## config.mk

```make
export PLATFORM = sky130hd
export DESIGN_NAME = count_scheduler_flat
export DESIGN_NICKNAME = d
export VERILOG_FILES = /design/src/rtl/count_scheduler_if.sv /design/src/rtl/count_scheduler.sv /design/src/flat_wrapper.sv
export SDC_FILE = /design/constraint.sdc
export NUM_CORES = 1
export LEC_CHECK = 0
export BUFFER_PORTS_ARGS = -buffer_cell sky130_fd_sc_hd__buf_2
export CORE_ASPECT_RATIO = 1.75
export CORE_UTILIZATION = 52
export CTS_BUF_LIST = sky130_fd_sc_hd__clkbuf_8 sky130_fd_sc_hd__clkbuf_16
export DETAILED_ROUTE_END_ITERATION = 8
export GPL_TIMING_DRIVEN = 0
export PLACE_DENSITY_LB_ADDON = 0.3
export SETUP_SLACK_MARGIN = 0.05
export SLEW_MARGIN = 10
export SYNTH_ARGS = -nofsm -noshare
export SYNTH_HDL_FRONTEND = slang
export SYNTH_SLANG_ARGS = --single-unit
```

## constraint.sdc

```tcl
create_clock -name clk -period 2.25 [get_ports clk]
set_clock_uncertainty 0.05 [all_clocks]
set_input_delay 0.45 -clock clk [delete_from_list [all_inputs] [get_ports clk]]
set_output_delay 0.45 -clock clk [all_outputs]
set_load 0.02 [all_outputs]
```

## src/rtl/count_scheduler_if.sv

```systemverilog
// ----------------------------------------------------------------------------
// count_scheduler_if
//   Bundles the requester-facing signals of count_scheduler.
//
//   req    [NREQ]        per-requester level request (held until done)
//   len    [NREQ*WIDTH]  run length of requester i at bits [i*WIDTH +: WIDTH]
//   gnt    [NREQ]        one-hot grant, all zero when idle
//   done   [NREQ]        one-cycle completion pulse to the granted requester
//   busy                 scheduler not idle
//   count  [WIDTH]       current counter value
//
//   modport master : requester side (drives req/len)
//   modport slave  : scheduler side (drives gnt/done/busy/count)
// ----------------------------------------------------------------------------
interface count_scheduler_if #(
    parameter int NREQ  = 4,
    parameter int WIDTH = 8
);
    logic [NREQ-1:0]       req;
    logic [NREQ*WIDTH-1:0] len;
    logic [NREQ-1:0]       gnt;
    logic [NREQ-1:0]       done;
    logic                  busy;
    logic [WIDTH-1:0]      count;

    modport master (
        output req,
        output len,
        input  gnt,
        input  done,
        input  busy,
        input  count
    );

    modport slave (
        input  req,
        input  len,
        output gnt,
        output done,
        output busy,
        output count
    );
endinterface

```

## src/rtl/count_scheduler.sv

```systemverilog
// ----------------------------------------------------------------------------
// count_scheduler
//   Shares one up-counter among NREQ requesters. An idle scheduler picks one
//   pending request, latches that requester's length, counts 0..len-1 (one
//   value per cycle), then issues a one-cycle done pulse together with the
//   last grant cycle and returns to idle. Dropping the request mid-run
//   cancels it without a done pulse.
//
//   Parameters
//     NREQ  : number of requesters (2..8)
//     WIDTH : count/length width in bits
//
//   Ports
//     clk    in   rising-edge clock
//     reset  in   asynchronous active-low reset
//     bus    slave modport of count_scheduler_if (req/len in,
//                 gnt/done/busy/count out, all outputs registered)
//
//   Configuration macro
//     COUNT_SEQ_RR_EN : defined   -> round-robin arbitration, search starts
//                                    one past the last served requester
//                       undefined -> fixed priority, lowest index wins
// ----------------------------------------------------------------------------
module count_scheduler #(
    parameter int NREQ  = 4,
    parameter int WIDTH = 8
) (
    input  logic                clk,
    input  logic                reset,
    count_scheduler_if.slave    bus
);

    localparam int IDXW = (NREQ > 1) ? $clog2(NREQ) : 1;

    localparam logic [1:0] ST_IDLE = 2'd0;
    localparam logic [1:0] ST_RUN  = 2'd1;
    localparam logic [1:0] ST_DONE = 2'd2;

    logic [1:0]       state_q, state_d;
    logic [NREQ-1:0]  gnt_q,   gnt_d;
    logic [NREQ-1:0]  done_q,  done_d;
    logic             busy_q,  busy_d;
    logic [WIDTH-1:0] count_q, count_d;
    logic [WIDTH-1:0] len_q,   len_d;
    logic [IDXW-1:0]  win_q,   win_d;

    // Per-requester view of the packed length bus.
    logic [WIDTH-1:0] len_arr [NREQ];

    for (genvar gi = 0; gi < NREQ; gi++) begin : g_len
        assign len_arr[gi] = bus.len[gi*WIDTH +: WIDTH];
    end

    // ------------------------------------------------------------------
    // Arbiter: combinational winner, only consumed in IDLE.
    // ------------------------------------------------------------------
    logic            any_req;
    logic [IDXW-1:0] win;

`ifdef COUNT_SEQ_RR_EN
    logic [IDXW-1:0] ptr_q, ptr_d;

    // Walk offsets from farthest to nearest so the last hit (the nearest
    // pending requester after ptr) is the one that sticks.
    always_comb begin
        int cand;
        cand    = 0;
        win     = '0;
        any_req = |bus.req;
        for (int off = NREQ; off >= 1; off--) begin
            cand = int'(ptr_q) + off;
            if (cand >= NREQ) cand = cand - NREQ;
            if (bus.req[cand]) win = IDXW'(cand);
        end
    end
`else
    // Descending scan: the lowest asserted index is assigned last and wins.
    always_comb begin
        win     = '0;
        any_req = |bus.req;
        for (int i = NREQ - 1; i >= 0; i--) begin
            if (bus.req[i]) win = IDXW'(i);
        end
    end
`endif

    // ------------------------------------------------------------------
    // Next-state logic
    // ------------------------------------------------------------------
    always_comb begin
        state_d = state_q;
        gnt_d   = gnt_q;
        done_d  = '0;
        busy_d  = busy_q;
        count_d = count_q;
        len_d   = len_q;
        win_d   = win_q;
`ifdef COUNT_SEQ_RR_EN
        ptr_d   = ptr_q;
`endif
        case (state_q)
            ST_IDLE: begin
                if (any_req) begin
                    gnt_d   = NREQ'(1) << win;
                    len_d   = len_arr[win];
                    win_d   = win;
                    count_d = '0;
                    busy_d  = 1'b1;
                    if (len_arr[win] == '0) begin
                        // Zero length: grant and done share one cycle.
                        state_d = ST_DONE;
                        done_d  = NREQ'(1) << win;
                    end else begin
                        state_d = ST_RUN;
                    end
                end
            end

            ST_RUN: begin
                if (!bus.req[win_q]) begin
                    // Cancel: drop grant, keep count, no done pulse.
                    state_d = ST_IDLE;
                    gnt_d   = '0;
                    busy_d  = 1'b0;
`ifdef COUNT_SEQ_RR_EN
                    ptr_d   = win_q;
`endif
                end else if (count_q == len_q - WIDTH'(1)) begin
                    // Last count value is held through the DONE cycle.
                    state_d = ST_DONE;
                    done_d  = gnt_q;
                end else begin
                    count_d = count_q + WIDTH'(1);
                end
            end

            ST_DONE: begin
                state_d = ST_IDLE;
                gnt_d   = '0;
                busy_d  = 1'b0;
`ifdef COUNT_SEQ_RR_EN
                ptr_d   = win_q;
`endif
            end

            default: begin
                state_d = ST_IDLE;
                gnt_d   = '0;
                busy_d  = 1'b0;
            end
        endcase
    end

    // ------------------------------------------------------------------
    // State registers
    // ------------------------------------------------------------------
    always_ff @(posedge clk or negedge reset) begin
        if (!reset) begin
            state_q <= ST_IDLE;
            gnt_q   <= '0;
            done_q  <= '0;
            busy_q  <= 1'b0;
            count_q <= '0;
            len_q   <= '0;
            win_q   <= '0;
        end else begin
            state_q <= state_d;
            gnt_q   <= gnt_d;
            done_q  <= done_d;
            busy_q  <= busy_d;
            count_q <= count_d;
            len_q   <= len_d;
            win_q   <= win_d;
        end
    end

`ifdef COUNT_SEQ_RR_EN
    // Reset to the last index so requester 0 is searched first.
    always_ff @(posedge clk or negedge reset) begin
        if (!reset) begin
            ptr_q <= IDXW'(NREQ - 1);
        end else begin
            ptr_q <= ptr_d;
        end
    end
`endif

    assign bus.gnt   = gnt_q;
    assign bus.done  = done_q;
    assign bus.busy  = busy_q;
    assign bus.count = count_q;

endmodule
```

## src/flat_wrapper.sv

```systemverilog
// flat-port wrapper written by rule: the top's interface ports become plain ports
module count_scheduler_flat 
#(
    parameter int NREQ  = 4,
    parameter int WIDTH = 8
)
  (clk, reset, bus_req, bus_len, bus_gnt, bus_done, bus_busy, bus_count);
  count_scheduler_if #(.NREQ(NREQ), .WIDTH(WIDTH)) bus_i ();
  input  logic clk;
  input  logic reset;
  input wire logic [$bits(bus_i.req)-1:0] bus_req;
  input wire logic [$bits(bus_i.len)-1:0] bus_len;
  output wire logic [$bits(bus_i.gnt)-1:0] bus_gnt;
  output wire logic [$bits(bus_i.done)-1:0] bus_done;
  output wire logic [$bits(bus_i.busy)-1:0] bus_busy;
  output wire logic [$bits(bus_i.count)-1:0] bus_count;
  assign bus_i.req = bus_req;
  assign bus_i.len = bus_len;
  assign bus_gnt = bus_i.gnt;
  assign bus_done = bus_i.done;
  assign bus_busy = bus_i.busy;
  assign bus_count = bus_i.count;
  count_scheduler #(.NREQ(NREQ), .WIDTH(WIDTH)) u_core (.clk(clk), .reset(reset), .bus(bus_i));
endmodule
```

## After elaboration in Yosys (flattened, before gate mapping)

Index checks and enable logic that the tools add are counted.
Widths: inputs -> output; s select.

| word-level totals | value |
|---|---|
| register bits after elaboration | 29 |
| word-level logic and storage cells | 57 |

| operators by class | value |
|---|---|
| add/subtract/negate cells | 2 |
| $lt $le $gt $ge | 2 |
| equality and inequality tests | 7 |
| shift-type cells | 1 |
| mux-type cells | 29 |
| bitwise operators | 1 |
| reduce and logical (&&, ||, !) cells | 8 |

Operators by type and width:

| operator | count |
|---|---|
| $mux 8 | 5 |
| $mux 4 | 6 |
| $bmux 8 s2 | 1 |
| $mux 2 | 8 |
| $pmux 4 s2 | 2 |
| $pmux 8 s2 | 1 |
| $add 8x1->8 const B | 1 |
| $eq 8x8->1 | 1 |
| $logic_not 8->1 | 1 |
| $sub 8x1->8 const B | 1 |
| $reduce_and 2->1 | 3 |
| $ne 2x1->1 const B | 2 |
| $ne 2x2->1 const B | 2 |
| $pmux 2 s2 | 1 |
| $reduce_and 4->1 | 1 |
| $reduce_or 4->1 | 1 |
| $shl 1x2->4 const A | 1 |
| $ge 3x3->1 const B | 1 |
| $lt 2x3->1 const B | 1 |
| $mux 1 | 3 |
| $ne 3x3->1 const B | 1 |
| $not 2->3 | 1 |
| $bmux 1 s2 | 1 |
| $eq 2x1->1 const B | 1 |
| other kinds (3) | 3 |

## Logic depth before layout (Yosys ltp)

Gate-level depths: netlist (run 1).

| logic depth | value |
|---|---|
| depth in word-level cells | 12 |
| depth in mapped cells | 9 |
| gate-level depth less buffers | 7 |

## Least setup slack after synthesis (run 1)

OpenSTA, ideal clock, no wires.

| timing path | value |
|---|---|
| path type | in2reg |
| start | input port bus_req[3] |
| end | register u_core.done_q[1], in the netlist u_core.bus.done[1] |
| library setup time | 0.067 ns |
| arrival | 1.984 ns |
| data required time | 2.133 ns |
| setup slack | 0.149 ns |
| cell stages on the path | 9 |
| path through | buf_4 -> nor3_2 -> or2_1 -> clkbuf_2 -> a22o_1 -> a2111oi_0 -> and4_1 -> buf_2 -> a32o_1 |

| on the way | value |
|---|---|
| longest elaborated chain between the ends | 12 |
| elaborated cells between the ends (all ways) | 17 |
| classes of those cells | shift: 1; mux: 13; bitwise: 1; reduce/logical: 2 |

Ends and longest elaborated chain:

| what | RTL line | RTL |
|---|---|---|
| start, declared | flat_wrapper.sv:11 | `input wire logic [$bits(bus_i.req)-1:0] bus_req;` |
| $mux 2 (4 in series) | count_scheduler.sv:82 | `if (bus.req[i]) win = IDXW'(i);` |
| $not 2->3 (implied by the code) | count_scheduler.sv:109 | `if (len_arr[win] == '0) begin` |
| $bmux 8 s2 | count_scheduler.sv:109 |  |
| $mux 8 (implied by the code) (2 in series) | count_scheduler.sv:109 |  |
| $logic_not 8->1 | count_scheduler.sv:109 |  |
| $mux 4 | count_scheduler.sv:109 |  |
| $mux 4 | count_scheduler.sv:103 | `if (any_req) begin` |
| $pmux 4 s2 (*) | count_scheduler.sv:101 | `case (state_q)` |
| net u_core.done_d[1] | count_scheduler.sv:41 | `logic [NREQ-1:0] done_q, done_d;` |
| end signal, assigned | count_scheduler.sv:169 | `done_q <= done_d;` |
| end, declared | count_scheduler.sv:41 |  |

The timed path passes the listed nets; every way through them passes the cells marked *. The select of a mux whose other input is x is not followed.
A chain may end at the register's enable or synchronous reset.

## Final worst setup path (run 1)

| timing path | value |
|---|---|
| start | register u_core.len_q[3] |
| end | register u_core.count_q[6], in the netlist u_core.bus.count[6] |

| on the way | value |
|---|---|
| longest elaborated chain between the ends | 4 |

Ends and longest elaborated chain:

| what | RTL line | RTL |
|---|---|---|
| start, declared | count_scheduler.sv:44 | `logic [WIDTH-1:0] len_q, len_d;` |
| start signal, assigned | count_scheduler.sv:172 | `len_q <= len_d;` |
| $sub 8x1->8 | count_scheduler.sv:128 | `end else if (count_q == len_q - WIDTH'(1)) begin` |
| $eq 8x8->1 | count_scheduler.sv:128 |  |
| $ne 2x2->1 (no source line) | n/a |  |
| $reduce_and 4->1 (no source line) | n/a |  |
| end signal, assigned | count_scheduler.sv:171 | `count_q <= count_d;` |
| end, declared | count_scheduler.sv:43 | `logic [WIDTH-1:0] count_q, count_d;` |

No other way between the ends.

==> results of run 1 <==
-- cell usage after synthesis, types with 2 or more instances --
cell	instances	area, sq um
a22oi_1	3	22.52
nor2_1	15	56.30
nor3_1	3	15.01
and3b_1	2	17.52
a21oi_1	21	105.1
inv_1	7	26.28
o2111ai_1	2	17.52
and3_1	3	18.77
o41ai_1	2	17.52
dfrtp_1	29	725.7
or3_1	2	12.51
buf_4	2	15.01
xnor2_1	7	61.31
ha_1	2	25.02
nand2_1	30	112.6
nand2b_1	2	12.51
o211ai_1	2	15.01
nand3_1	3	15.01
a21o_1	2	15.01
clkbuf_1	9	33.78
o21ai_0	15	75.07
nand3b_1	9	67.56
nand4_1	6	37.54
a22o_1	6	52.55
and4_1	3	26.28
mux2i_1	3	30.03
a32o_1	3	30.03
-- area by class of cell --
| class | count | area (sq um) |
|---|---|---|
| sequential | 29 | 728.2 |
| clock buffer | 5 | 68.82 |
| tap | 45 | 56.30 |
| multi-input combinational | 169 | 1167 |
| inverter | 7 | 26.28 |
| buffer | 14 | 72.57 |
| timing repair buffer | 53 | 270.3 |
| fill | 309 | 1044 |
| clock inverter | 2 | 35.03 |
-- kinds of logic after synthesis --
kind of cell	synth area share
buf+inv	0.05006
flops	0.3771
fa+ha+maj	0.01300
compound gates	0.2510
mux	0.02731
xor+xnor	0.03641
simple gates	0.2451
-- timing repair --
| item | in CTS | in global routing |
|---|---|---|
| gates resized for setup | 6 | 12 |
| setup endpoints to repair | 13 | 21 |
| endpoints found under the hold margin | 0 | 0 |
| buffers inserted | 2 | 0 |
| pin swaps | 3 | 8 |
-- metal layers --
metal | vias up | track usage | part of all wire
met5 | - | 0 | 0
met4 | 0 | 0.1500 | 0.027
met3 | 14 | 0.03696 | 0.034
met2 | 67 | 0.5122 | 0.57
met1 | 939 | 0.2939 | 0.37
li1 | 927 | - | -
-- state kept, by name, indices dropped and copies added (netlist names) --
register	flops
u_core.bus.count	8
u_core.win_q	2
u_core.len_q	8
u_core.bus.busy	1
u_core.bus.gnt	4
u_core.state_q	2
u_core.bus.done	4
-- worst max-delay path by stage --
stage                                     end  slack, ns
after floorplan            u_core.bus.done[1]       0.15
after global placement     u_core.bus.done[1]      -0.20
after detailed placement   u_core.bus.done[0]      -0.22
after CTS                  u_core.bus.done[0]       0.06
after global routing      u_core.bus.count[6]      -0.03
final                     u_core.bus.count[6]       0.06
-- worst register-to-register path: stages, from the launching register on --
cell	delay (ns)
dfrtp_2	0.44
buf_4	0.17
xnor2_1	0.18
xnor2_1	0.13
a2111oi_4	0.39
o2111ai_2	0.34
nand4_1	0.23
mux2i_1	0.19
-- report_power, final --
group | total (mW) | switching [mW] | leakage [nW] | internal [mW]
logic | 1.12 | 0.657 | 0.752 | 0.459
registers | 0.852 | 0.182 | 0.374 | 0.671
clock network | 0.517 | 0.196 | 0.0540 | 0.321
total | 2.49 | 1.03 | 1.18 | 1.45
==> run summary, run 1 <==
RSZ-0062 raised after global routing - yes
Vias/cell - 6.009
IO Pins - 55
Post-synth EDFFs - 0
DR vias - 1,947
Core area - 3468 sq um
Syn Std Cell Area - 1924 sq um
Total Wirelength - 5151 microns
Worst path cell trace - buf_4, xnor2_1, xnor2_1, a2111oi_4, o2111ai_2, nand4_1, mux2i_1
Critical Path Most Common Cell - xnor2_1
Leak - 1.180 nW
Worst setup EP type - flip-flop
Initial Util - 0.5548
Vias in the first global route - 1,788
Minimum setup slack in the final design - 0.05774 ns
Seq/Total Area, Yosys - 0.3771
Pwr dens - 1025 nW/um^2
Most common cell after layout, fill and taps aside - buf_2
CTS root buf - clkbuf_8
Clock transition at the registers of the reported paths - 0.07 ns
Max Cap Viol - 0
Top delay family on crit path - compound AO/OA/AOI/OAI gates
# DRC - 0
CP max-delay cell - dfrtp_2
Most frequent cells in the layout - buf_2 (52), nand2_1 (30), dfrtp_1 (27), a21oi_1 (19)
Synth Warn # - 0
Tcrit/Tclk final - 0.9743
Fmax - 456.2 MHz
Post-CTS Hold Buffers - 0
Commonest register cell after synthesis - dfrtp_1
Layout area overhead - 26.01%
Post-DP Area - 2236 sq um
Total Routing Usage GR - 0.2827
Share of cells above drive strength 1 - 0.3190
Reg2reg start - u_core.len_q[3]
Post-route ant nets - 0
Hold Slack - 0.1475 ns
CTS tree - done
Non-filler cells, final - 324
WS Path Type - reg2reg
Worst path depth - 7
CTS H-tree depth - 2
Worst Path Required - 2.40 ns
Row count - 28
Post-route design area - 2425 sq um
Post-DP HPWL - 3797 microns
Fin Setup TNS - 0 ns
R2R Setup Slk - 0.06 ns
FF-to-FF End - u_core.bus.count[6]
Final core occ - 0.6991
Netlist cell types - 53
Avg WL per Cell - 15.90 microns
Crit path DAT - 2.34 ns
First-pass GRT wire length - 7872 microns
Drt first pass iters - 4
Nets - 319
Die height - 82.48 microns
GPL Wtd Cong - 0.8300
Grt ovf - 0
Tightest Pin Transition - 0.6751 ns
Final Max Tran Viols - 0
Deepest clock path buffer count - 2
Pre-CTS WS - -0.2195 ns
Tot Pwr - 2.485 mW
Diodes inserted - 0
Mapped Cells - 219
Die area - 3958 sq um
Placed cells - 315
Num CTS Buffers - 5
Outcome - finished, final reports clean
Syn nets - 259
Sink Count - 29
CP max stage delay - 0.44 ns
Setup crit start - u_core.len_q[3]
Seq cells post-synth - 29
Die width - 47.99 microns
Mapped Avg Cell Area - 8.787 sq um
Initial antenna violation count - 0
Min-Delay Path Class - in2async
Clk Latency, worst-skew pair - 0.28 ns
Largest net degree at the start of global routing - 30
DR iter-0 viols - 42
Setup violators final - 0
PortBufs - 51
Bufs and invs on worst path - 1
FF-to-FF path depth - 7
Worst Setup Start Kind - flip-flop
Worst-path fanout max - 5
Final hold viol count - 0
Post-layout minimum cycle time - 2.192 ns
Ys async rst share - 1.000
Relative slew slack - 0.5499
Worst VDD drop - 672.1 uV
Note: power is estimated with default switching activity, not from simulation.
==> inputs of run 2 (changes only) <==
--- a/config.mk
+++ b/config.mk
@@ -5,10 +5,11 @@
 export SDC_FILE = /design/constraint.sdc
 export NUM_CORES = 1
 export LEC_CHECK = 0
+export ABC_AREA = 1
 export BUFFER_PORTS_ARGS = -buffer_cell sky130_fd_sc_hd__buf_2
 export CORE_ASPECT_RATIO = 1.75
+export CORE_MARGIN = 5
 export CORE_UTILIZATION = 52
-export CTS_BUF_LIST = sky130_fd_sc_hd__clkbuf_8 sky130_fd_sc_hd__clkbuf_16
 export DETAILED_ROUTE_END_ITERATION = 8
 export GPL_TIMING_DRIVEN = 0
 export PLACE_DENSITY_LB_ADDON = 0.3
==> run 2 against run 1 <==
Net effect:
- first-iteration DRC count up 14%
- area after synthesis increased by 4.0%
- register-to-register slack gained 0.20 ns
- critical path depth up 8
- hold slack got worse by 0.016 ns
- maximum frequency rose by 10%
- die area rose by 32%
- clock-buffer cell count is 2 higher
- setup slack better by 0.20 ns
- critical endpoint is now u_core.state_q[1]
==> run summary, run 2 <==
Outcome - finished, final reports clean
Worst setup EP type - flip-flop
Die area - 5237 sq um
Final Max Tran Viols - 0
Relative slew slack - 0.5821
Most common cell after layout, fill and taps aside - nand2_1
Tcrit/Tclk final - 0.8840
PortBufs - 54
Post-route ant nets - 0
Initial antenna violation count - 0
Total Wirelength - 5133 microns
Leak - 1.421 nW
GPL Wtd Cong - 0.8023
CP max stage delay - 0.40 ns
Tightest Pin Transition - 0.6268 ns
Count leader, synth - nand2_1
Seq cells post-synth - 29
Max Cap Viol - 0
WS Path Type - reg2reg
IO Pins - 55
Sink Count - 29
Syn Std Cell Area - 2001 sq um
Postcts setup bufs - 0
Min-Delay Path Class - in2async
Synth Warn # - 0
Top cells by count, synth - nand2_1 (105), nand3_1 (43), inv_1 (40)
Most frequent cells in the layout - nand2_1 (102), buf_2 (56), nand3_1 (43), inv_1 (39), nor2_1 (35)
Layout area overhead - 23.39%
Yosys top cell by area - dfrtp_1
Commonest register cell after synthesis - dfrtp_1
Final core occ - 0.6512
# DRC - 0
CTS H-tree depth - 2
Initial Util - 0.5277
Critical Path Most Common Cell - nand2_1
Vias in the first global route - 2,078
Post-DP HPWL - 4013 microns
First-pass GRT wire length - 8776 microns
Diodes inserted - 0
Pwr dens - 1047 nW/um^2
Die width - 56.89 microns
Netlist cell types - 28
Fmax - 502.8 MHz
Share of cells above drive strength 1 - 0.2166
Post-layout minimum cycle time - 1.989 ns
Bufs and invs on worst path - 2
Core area - 3791 sq um
Setup violators final - 0
Avg WL per Cell - 12.16 microns
Num CTS Buffers - 5
Post-DP Area - 2331 sq um
Mapped Avg Cell Area - 6.412 sq um
CTS root buf - clkbuf_8
Vias/cell - 5.073
DR vias - 2,141
Total Routing Usage GR - 0.2082
Top delay family on crit path - simple AND/OR/NAND/NOR gates
Worst VDD drop - 656.6 uV
Clock transition at the registers of the reported paths - 0.07 ns
Worst path cell trace - inv_2, ha_1, nand2_1, nor2_2, nand2_1, nand2_1, nand2_1, nand2_1, nand2_1, nor2_1, nand2_2, nand2_2, buf_6, nand2_1, a21oi_1
DR iter-0 viols - 48
Ranking of synthesized cells by area - dfrtp_1 (36%), nand2_1 (20%), nand3_1 (11%)
Worst-path fanout max - 10
Seq/Total Area, Yosys - 0.3627
Nets - 413
Row count - 30
RSZ-0062 raised after global routing - no
Grt ovf - 0
Clk Latency, worst-skew pair - 0.28 ns
CP max-delay cell - dfrtp_1
Post-synth EDFFs - 0
Deepest clock path buffer count - 2
Syn nets - 352
Worst Path Required - 2.40 ns
Drt first pass iters - 5
CTS tree - done
Top cell type's share of synthesized area - 0.3627
Largest net degree at the start of global routing - 30
Post-route design area - 2469 sq um
Worst Setup Start Kind - flip-flop
Die height - 92.06 microns
Fin Setup TNS - 0 ns
Final hold viol count - 0
Ys async rst share - 1.000
Mapped Cells - 312
Crit path DAT - 2.14 ns
run 2: changes by cell type after synthesis, moves of 8 or more:
cell      delta
nand2_1     +75
a21oi_1     -17
nor2_1      +22
nand3_1     +40
inv_1       +33
nand3b_1     -8
run 2: worst paths after layout:
path,depth (start not counted),slack (ns),to,from
min reg2reg,2,0.43,u_core.bus.busy,u_core.bus.busy
min in group clk,2,0.43,u_core.bus.busy,u_core.bus.busy
max reg2reg,15,0.26,u_core.state_q[1],u_core.len_q[0]
min,1,0.13,u_core.bus.count[6],reset
max in group asynchronous,1,1.60,u_core.len_q[4],reset
max,15,0.26,u_core.state_q[1],u_core.len_q[0]
run 2: cell type report:
cell class                 count  area (sq um)
buffer                         7         43.79
clock buffer                   7         86.33
fill                         351          1323
clock inverter                 1         30.03
timing repair buffer          54         270.3
sequential                    29         725.7
inverter                      41         153.9
tap                           48         60.06
multi-input combinational    235          1099
run 2: stage by stage:
stage / hold WS [ns] / power [mW] / cells / worst slack, ns
finish: 0.1317 / 2.585 / 422 / 0.2609
global route: 0.1958 / 2.798 / 422 / 0.09340
CTS: 0.1532 / 2.539 / 422 / 0.1659
detailed placement: 0.4169 / 1.980 / 414 / 0.1582
global placement: 0.4091 / 1.936 / 414 / 0.2019
floorplan: 0.1044 / 1.650 / 312 / 0.5071
run 2: power by group:
group | internal, mW | total, mW | switching, mW
logic | 0.406 | 1.19 | 0.783
registers | 0.673 | 0.840 | 0.167
clock network | 0.361 | 0.556 | 0.195
run 2: what timing repair did:
action | 4_1_cts | 5_1_grt
gates resized for setup | 0 | 8
hold buffers | 0 | 0
endpoints found under the setup margin | 0 | 14
run 2: cell families after synthesis:
| logic type | share of synthesized area |
|---|---|
| AND/OR/NAND/NOR | 0.4397 |
| adder cells (fa/ha/maj) | 0.01251 |
| AO/OA/AOI/OAI | 0.05754 |
| flip-flops | 0.3627 |
| XOR/XNOR | 0.03064 |
| buffers and inverters | 0.09693 |
run 2: metal layers:
metal,routed length [microns],GRT usage,up-vias
met5,0,0,-
met1,1868,0.2142,984
met2,2972,0.4122,52
met3,229,0.03380,6
met4,62,0.05803,0
li1,-,-,1099
run 2: worst reg2reg max path: cells and delay by family, from the launching register on:
kind / cells / cell delay [ns]
buf+inv: 2 / 0.24
simple gates: 11 / 0.93
fa+ha+maj: 1 / 0.19
compound gates: 1 / 0.13
flops: 1 / 0.40
